[src/rtl/execute_stage.sv]
// RV32I execute stage with an internal register file and a single output register.
//
// An instruction offered on in_valid/in_ready is decoded, its operands are read from
// the register file in the same cycle, and the register file is written at the accept
// edge. The executed result is held in the out_* register until out_ready consumes it.
//
// Ports
//   clock, reset              : rising-edge clock, asynchronous active-high reset
//   in_valid, in_ready        : input handshake
//   instruction, pc           : RV32I instruction word and its address
//   out_valid, out_ready      : output handshake
//   out_rd, out_result, out_we: destination index, result value, write-back flag
//   out_branch_taken          : control transfer taken
//   out_next_pc               : next fetch address
//   out_illegal               : unsupported encoding or out-of-range register index
//   retire_count              : number of accepted legal instructions (wrapping)
module execute_stage #(
    parameter int unsigned XLEN      = 32,
    parameter int unsigned NUM_REGS  = 32,
    parameter int unsigned CNT_WIDTH = 32
) (
    input  logic                 clock,
    input  logic                 reset,
    input  logic                 in_valid,
    output logic                 in_ready,
    input  logic [31:0]          instruction,
    input  logic [XLEN-1:0]      pc,
    output logic                 out_valid,
    input  logic                 out_ready,
    output logic [4:0]           out_rd,
    output logic [XLEN-1:0]      out_result,
    output logic                 out_we,
    output logic                 out_branch_taken,
    output logic [XLEN-1:0]      out_next_pc,
    output logic                 out_illegal,
    output logic [CNT_WIDTH-1:0] retire_count
);

    localparam int unsigned RegIdxW = $clog2(NUM_REGS);

    localparam logic [6:0] OpReg    = 7'b0110011;
    localparam logic [6:0] OpImm    = 7'b0010011;
    localparam logic [6:0] OpLui    = 7'b0110111;
    localparam logic [6:0] OpAuipc  = 7'b0010111;
    localparam logic [6:0] OpJal    = 7'b1101111;
    localparam logic [6:0] OpJalr   = 7'b1100111;
    localparam logic [6:0] OpBranch = 7'b1100011;

    logic [XLEN-1:0] regs [NUM_REGS];

    logic [6:0]      opcode, funct7;
    logic [2:0]      funct3;
    logic [4:0]      rd, rs1, rs2;
    logic [XLEN-1:0] rs1_val, rs2_val;
    logic [XLEN-1:0] imm_i, imm_b, imm_u, imm_j;
    logic [XLEN-1:0] pc_plus4, jalr_sum;
    logic [XLEN-1:0] alu_b, alu_out;
    logic [4:0]      shamt;
    logic            alu_alt;
    logic            accept;

    logic [XLEN-1:0] result_d, next_pc_d;
    logic            writes_rd, taken_d, illegal_d, we_d, br_cond;
    logic            uses_rs1, uses_rs2;

    assign opcode = instruction[6:0];
    assign rd     = instruction[11:7];
    assign funct3 = instruction[14:12];
    assign rs1    = instruction[19:15];
    assign rs2    = instruction[24:20];
    assign funct7 = instruction[31:25];

    assign imm_i = {{(XLEN-12){instruction[31]}}, instruction[31:20]};
    assign imm_b = {{(XLEN-13){instruction[31]}}, instruction[31], instruction[7],
                    instruction[30:25], instruction[11:8], 1'b0};
    assign imm_u = {instruction[31:12], 12'h000};
    assign imm_j = {{(XLEN-21){instruction[31]}}, instruction[31], instruction[19:12],
                    instruction[20], instruction[30:21], 1'b0};

    // x0 is hardwired to zero; high index bits are ignored here and caught by decode.
    assign rs1_val = (rs1 == 5'd0) ? '0 : regs[rs1[RegIdxW-1:0]];
    assign rs2_val = (rs2 == 5'd0) ? '0 : regs[rs2[RegIdxW-1:0]];

    assign pc_plus4 = pc + XLEN'(4);
    assign jalr_sum = rs1_val + imm_i;

    assign in_ready = !out_valid | out_ready;
    assign accept   = in_valid & in_ready;

    // Shared ALU for OP and OP-IMM; funct7[5] selects SUB/SRA, but for immediates only
    // on the shift encoding since ADDI's funct7 bits belong to the immediate.
    assign alu_b   = (opcode == OpReg) ? rs2_val : imm_i;
    assign shamt   = alu_b[4:0];
    assign alu_alt = funct7[5] & ((opcode == OpReg) | (funct3 == 3'b101));

    always_comb begin
        alu_out = '0;
        unique case (funct3)
            3'b000: alu_out = alu_alt ? rs1_val - alu_b : rs1_val + alu_b;
            3'b001: alu_out = rs1_val << shamt;
            3'b010: alu_out = {{(XLEN-1){1'b0}}, $signed(rs1_val) < $signed(alu_b)};
            3'b011: alu_out = {{(XLEN-1){1'b0}}, rs1_val < alu_b};
            3'b100: alu_out = rs1_val ^ alu_b;
            3'b101: alu_out = alu_alt ? XLEN'($signed(rs1_val) >>> shamt) : rs1_val >> shamt;
            3'b110: alu_out = rs1_val | alu_b;
            3'b111: alu_out = rs1_val & alu_b;
        endcase
    end

    always_comb begin
        br_cond = 1'b0;
        case (funct3)
            3'b000:  br_cond = (rs1_val == rs2_val);
            3'b001:  br_cond = (rs1_val != rs2_val);
            3'b100:  br_cond = ($signed(rs1_val) < $signed(rs2_val));
            3'b101:  br_cond = ($signed(rs1_val) >= $signed(rs2_val));
            3'b110:  br_cond = (rs1_val < rs2_val);
            3'b111:  br_cond = (rs1_val >= rs2_val);
            default: br_cond = 1'b0;
        endcase
    end

    always_comb begin
        result_d  = alu_out;
        next_pc_d = pc_plus4;
        writes_rd = 1'b0;
        taken_d   = 1'b0;
        illegal_d = 1'b0;
        uses_rs1  = 1'b0;
        uses_rs2  = 1'b0;
        case (opcode)
            OpReg: begin
                uses_rs1  = 1'b1;
                uses_rs2  = 1'b1;
                writes_rd = 1'b1;
                if (!(funct7 == 7'h00 ||
                      (funct7 == 7'h20 && (funct3 == 3'b000 || funct3 == 3'b101)))) begin
                    illegal_d = 1'b1;
                end
            end
            OpImm: begin
                uses_rs1  = 1'b1;
                writes_rd = 1'b1;
                if (funct3 == 3'b001 && funct7 != 7'h00) illegal_d = 1'b1;
                if (funct3 == 3'b101 && funct7 != 7'h00 && funct7 != 7'h20) illegal_d = 1'b1;
            end
            OpLui: begin
                writes_rd = 1'b1;
                result_d  = imm_u;
            end
            OpAuipc: begin
                writes_rd = 1'b1;
                result_d  = pc + imm_u;
            end
            OpJal: begin
                writes_rd = 1'b1;
                result_d  = pc_plus4;
                taken_d   = 1'b1;
                next_pc_d = pc + imm_j;
            end
            OpJalr: begin
                uses_rs1  = 1'b1;
                writes_rd = 1'b1;
                result_d  = pc_plus4;
                taken_d   = 1'b1;
                next_pc_d = {jalr_sum[XLEN-1:1], 1'b0};
                illegal_d = (funct3 != 3'b000);
            end
            OpBranch: begin
                uses_rs1  = 1'b1;
                uses_rs2  = 1'b1;
                result_d  = '0;
                taken_d   = br_cond;
                next_pc_d = br_cond ? pc + imm_b : pc_plus4;
                illegal_d = (funct3[2:1] == 2'b01);
            end
            default: illegal_d = 1'b1;
        endcase

        // Only the register fields the format actually uses are range-checked.
        if (uses_rs1 && 32'(rs1) >= NUM_REGS) illegal_d = 1'b1;
        if (uses_rs2 && 32'(rs2) >= NUM_REGS) illegal_d = 1'b1;
        if (writes_rd && 32'(rd) >= NUM_REGS) illegal_d = 1'b1;

        if (illegal_d) begin
            writes_rd = 1'b0;
            taken_d   = 1'b0;
            next_pc_d = pc_plus4;
        end
    end

    assign we_d = writes_rd & (rd != 5'd0);

    always_ff @(posedge clock or posedge reset) begin
        if (reset) begin
            out_valid        <= 1'b0;
            out_rd           <= '0;
            out_result       <= '0;
            out_we           <= 1'b0;
            out_branch_taken <= 1'b0;
            out_next_pc      <= '0;
            out_illegal      <= 1'b0;
            retire_count     <= '0;
            for (int i = 0; i < NUM_REGS; i++) regs[i] <= '0;
        end else if (accept) begin
            out_valid        <= 1'b1;
            out_rd           <= rd;
            out_result       <= result_d;
            out_we           <= we_d;
            out_branch_taken <= taken_d;
            out_next_pc      <= next_pc_d;
            out_illegal      <= illegal_d;
            if (we_d) regs[rd[RegIdxW-1:0]] <= result_d;
            if (!illegal_d) retire_count <= retire_count + CNT_WIDTH'(1);
        end else if (out_ready) begin
            out_valid <= 1'b0;
        end
    end

endmodule

[config.mk]
export PLATFORM = sky130hd
export DESIGN_NAME = execute_stage
export DESIGN_NICKNAME = d
export VERILOG_FILES = /design/src/rtl/execute_stage.sv
export SDC_FILE = /design/constraint.sdc
export NUM_CORES = 2
export LEC_CHECK = 0
export CAP_MARGIN = 0
export CORE_MARGIN = 2
export CORE_UTILIZATION = 43
export CTS_BUF_LIST = sky130_fd_sc_hd__clkbuf_4
export CTS_CLUSTER_SIZE = 40
export DETAILED_ROUTE_END_ITERATION = 6
export PLACE_DENSITY = 0.66
export SLEW_MARGIN = 20
export SYNTH_ARGS = -nofsm -noshare
export SYNTH_HDL_FRONTEND = slang
export SYNTH_SLANG_ARGS = --single-unit
[constraint.sdc]
create_clock -name clock -period 59.1 [get_ports clock]
set_clock_uncertainty 0.2 [all_clocks]
set_input_delay 17.73 -clock clock [delete_from_list [all_inputs] [get_ports clock]]
set_output_delay 17.73 -clock clock [all_outputs]
set_load 0.03 [all_outputs]
==> out/results.ini <==
[run_status]
outcome=finished clean

[finish]
area_delta_synth_final_pct=10.6
layout-drive-gt1-share_pct=21.3
fin_nets=8137
design_area_um2=84300
final_core_util_pct=47.8
register_area_um2=28300
nFillCells=16500
multi_input_area_um2=44900
stdcell_count=10400

[global_route]
grt_pass1_vias=67900
grtUsageTotal_pct=36.8
antenna_found_initial=15
overflow=0
grt_pass1_wl_um=485000
grt_max_degree=163

[drt]
vias_per_cell=6.79
totalWireLength_um=339000
drc=0
top_layer_used=met5
wl_met3_um=39100
vias=70600
drt-met1-wl_um=130000
ant_nets=0
wire_per_inst_um=32.7
dr.pass1.iters=7
routed-wl-met2_um=144000
drtIter0Drc=9091

[critical_path]
startpoint_type=primary input
r2r_start=regs[674]
r2r_cells=20
r2r_slack_ns=51.77
end_kind=output port
arrival_ns=19.11
reg2reg_to=out_result[17]
cp.required_ns=41.17
crit_type=in2out
critPathCapture=in_ready
crit_fanout=4
startpoint=out_ready

[logic_synthesis]
synthAdderAreaFrac_pct=3.69
synth_area_um2=76200
synth.yosys.seq_area_share_pct=37.1
synth_mux_area_share_pct=22.1
synth-seq-cells=1129
synth_top_family_by_area=multiplexers
synth_nets=8096
netlist_instances=7807
avgSynthCellArea_um2=9.76
synthTopCellsByCount=1129 x dfrtp_1, 954 x nand2_1, 764 x o21ai_0
yosys.area.top_type=dfrtp_1
synth-xor-area-share_pct=1.61
synth.most_common_cell=dfrtp_1
synthTopCellsByArea=dfrtp_1 37%, mux4_2 11%, mux2_2 6.5%
synth_top_area_share_pct=37.1
synthArstFlopShare_pct=100
synth_edf_count=0
synth_compound_area_share_pct=19.4
yosysUniqueCellTypes=99
yosysWarningCount=0
yosys.area_share.simple_pct=11.4
synth_flop_cell=dfrtp_1

[pwr]
pwr-share-seq_pct=42.3
power_density_nw_per_um2=22.2
power.leakage_nw=36.3
clock_power_share_pct=38.2
ir_drop_v=0.0000124
pwr-share-comb_pct=19.5
cellInternalPower_mw=1.25
switchingPower_uw=616
swShare_pct=33.0

[clocking]
cts_root_buf=clkbuf_4
insertion_delay_ns=1.43
numClockSinks=1129
ctsResizeCount=0
cts_buffers=324
cts.htree.levels=5
postCtsSetupRepairBufs=0
cts.clk_slew.worst_paths_ns=0.06
cts_hold_buf=0
cts_buffer_depth=4
cts_tree=done

[sta]
max_freq_mhz=27.0
setup-tns-final_ns=0
whs_ns=0.198
fin_crit_ns=37.04
slew_headroom_pct=15.2
drv_slew=0
rsz0062_at_grt=no
finalHoldViolations=0
period_share_pct=62.7
setup_viol=0
tightest_slew_ns=1.27

[placement]
dpl.cell_count=9859
portBuffers=173
dp_hpwl_um=226000
placed_area_um2=80400
routabilityCongestion=1.05

[min_path]
hold_class=reg2reg

[die]
start_util_pct=43.3
chipWidth_um=425
rows=154
die_y_um=425
core_um2=176000
ios=174
dieArea_um2=181000

[run]
maxCapViolations=0

worst min path at each step:
stage / startpoint / cells after the start / to / slack [ns]
final: regs[1012] / 0 / regs[1012] / 0.20
after global routing: regs[1020] / 0 / regs[1020] / 0.21
after CTS: regs[997] / 0 / regs[997] / 0.20
after detailed placement: regs[996] / 0 / regs[996] / 0.19
after global placement: regs[992] / 0 / regs[992] / 0.18
after floorplan: regs[992] / 1 / regs[992] / 0.24
layout by cell type (no fill, tap or decap), drive strengths merged, types with 133 or more instances in the layout:
cell type         n
mux4            369
mux2i           360
o31ai           133
dfrtp          1129
ha              215
a21oi           439
a31oi           163
nand3           142
nand2           954
clkdlybuf4s50   160
mux2            437
nor3            197
inv             139
o21ai           837
nor2            317
clkbuf          448
buf             283
layout make-up:
type / count / area share (%)
clock buffer: 448 / 3.99
multi-input combinational: 5813 / 53.3
inverter: 137 / 0.619
tap: 2340 / 3.47
timing repair buffer: 443 / 4.61
antenna: 14 / 0.0416
clock inverter: 71 / 0.456
sequential: 1129 / 33.5
stage by stage:
stage	worst slack, ns	total power [mW]
CTS	22.05	1.87
detailed placement	22.05	1.16
global placement	22.04	1.15
global route	22.01	1.93
finish	22.06	1.87
floorplan	9.38	1.01
power by group through the flow:
| stage | clock network (mW) | logic (mW) | registers, mW |
|---|---|---|---|
| after floorplan | 0 | 0.195 | 0.818 |
| final | 0.713 | 0.364 | 0.790 |
| after global routing | 0.765 | 0.379 | 0.790 |
| after detailed placement | 0 | 0.351 | 0.804 |
| after CTS | 0.723 | 0.353 | 0.790 |
| after global placement | 0 | 0.350 | 0.804 |
cells by family after synthesis:
kind of cell	count (synthesis)
compound gates	2348
simple gates	1938
mux	1166
flops	1129
buf+inv	865
fa+ha+maj	221
xor+xnor	140
worst max-delay path: stages:
cell and delay [ns]:
clkdlybuf4s50_1 0.45, nand2b_1 0.22, clkdlybuf4s50_1 0.71
sequential cells by signal, indices dropped and copies added, names as in the netlist:
signal / cells
out_next_pc: 32
retire_count: 32
out_illegal: 1
out_rd: 5
out_branch_taken: 1
regs: 1024
out_we: 1
out_result: 32
out_valid: 1
metal layers:
metal / GRT usage, % / vias up
li1: - / 29500
met2: 53.1 / 4841
met5: 0 / -
met3: 10.1 / 1110
met1: 48.3 / 35100
met4: 24.7 / 8
Note: power is estimated with default switching activity, not from simulation.
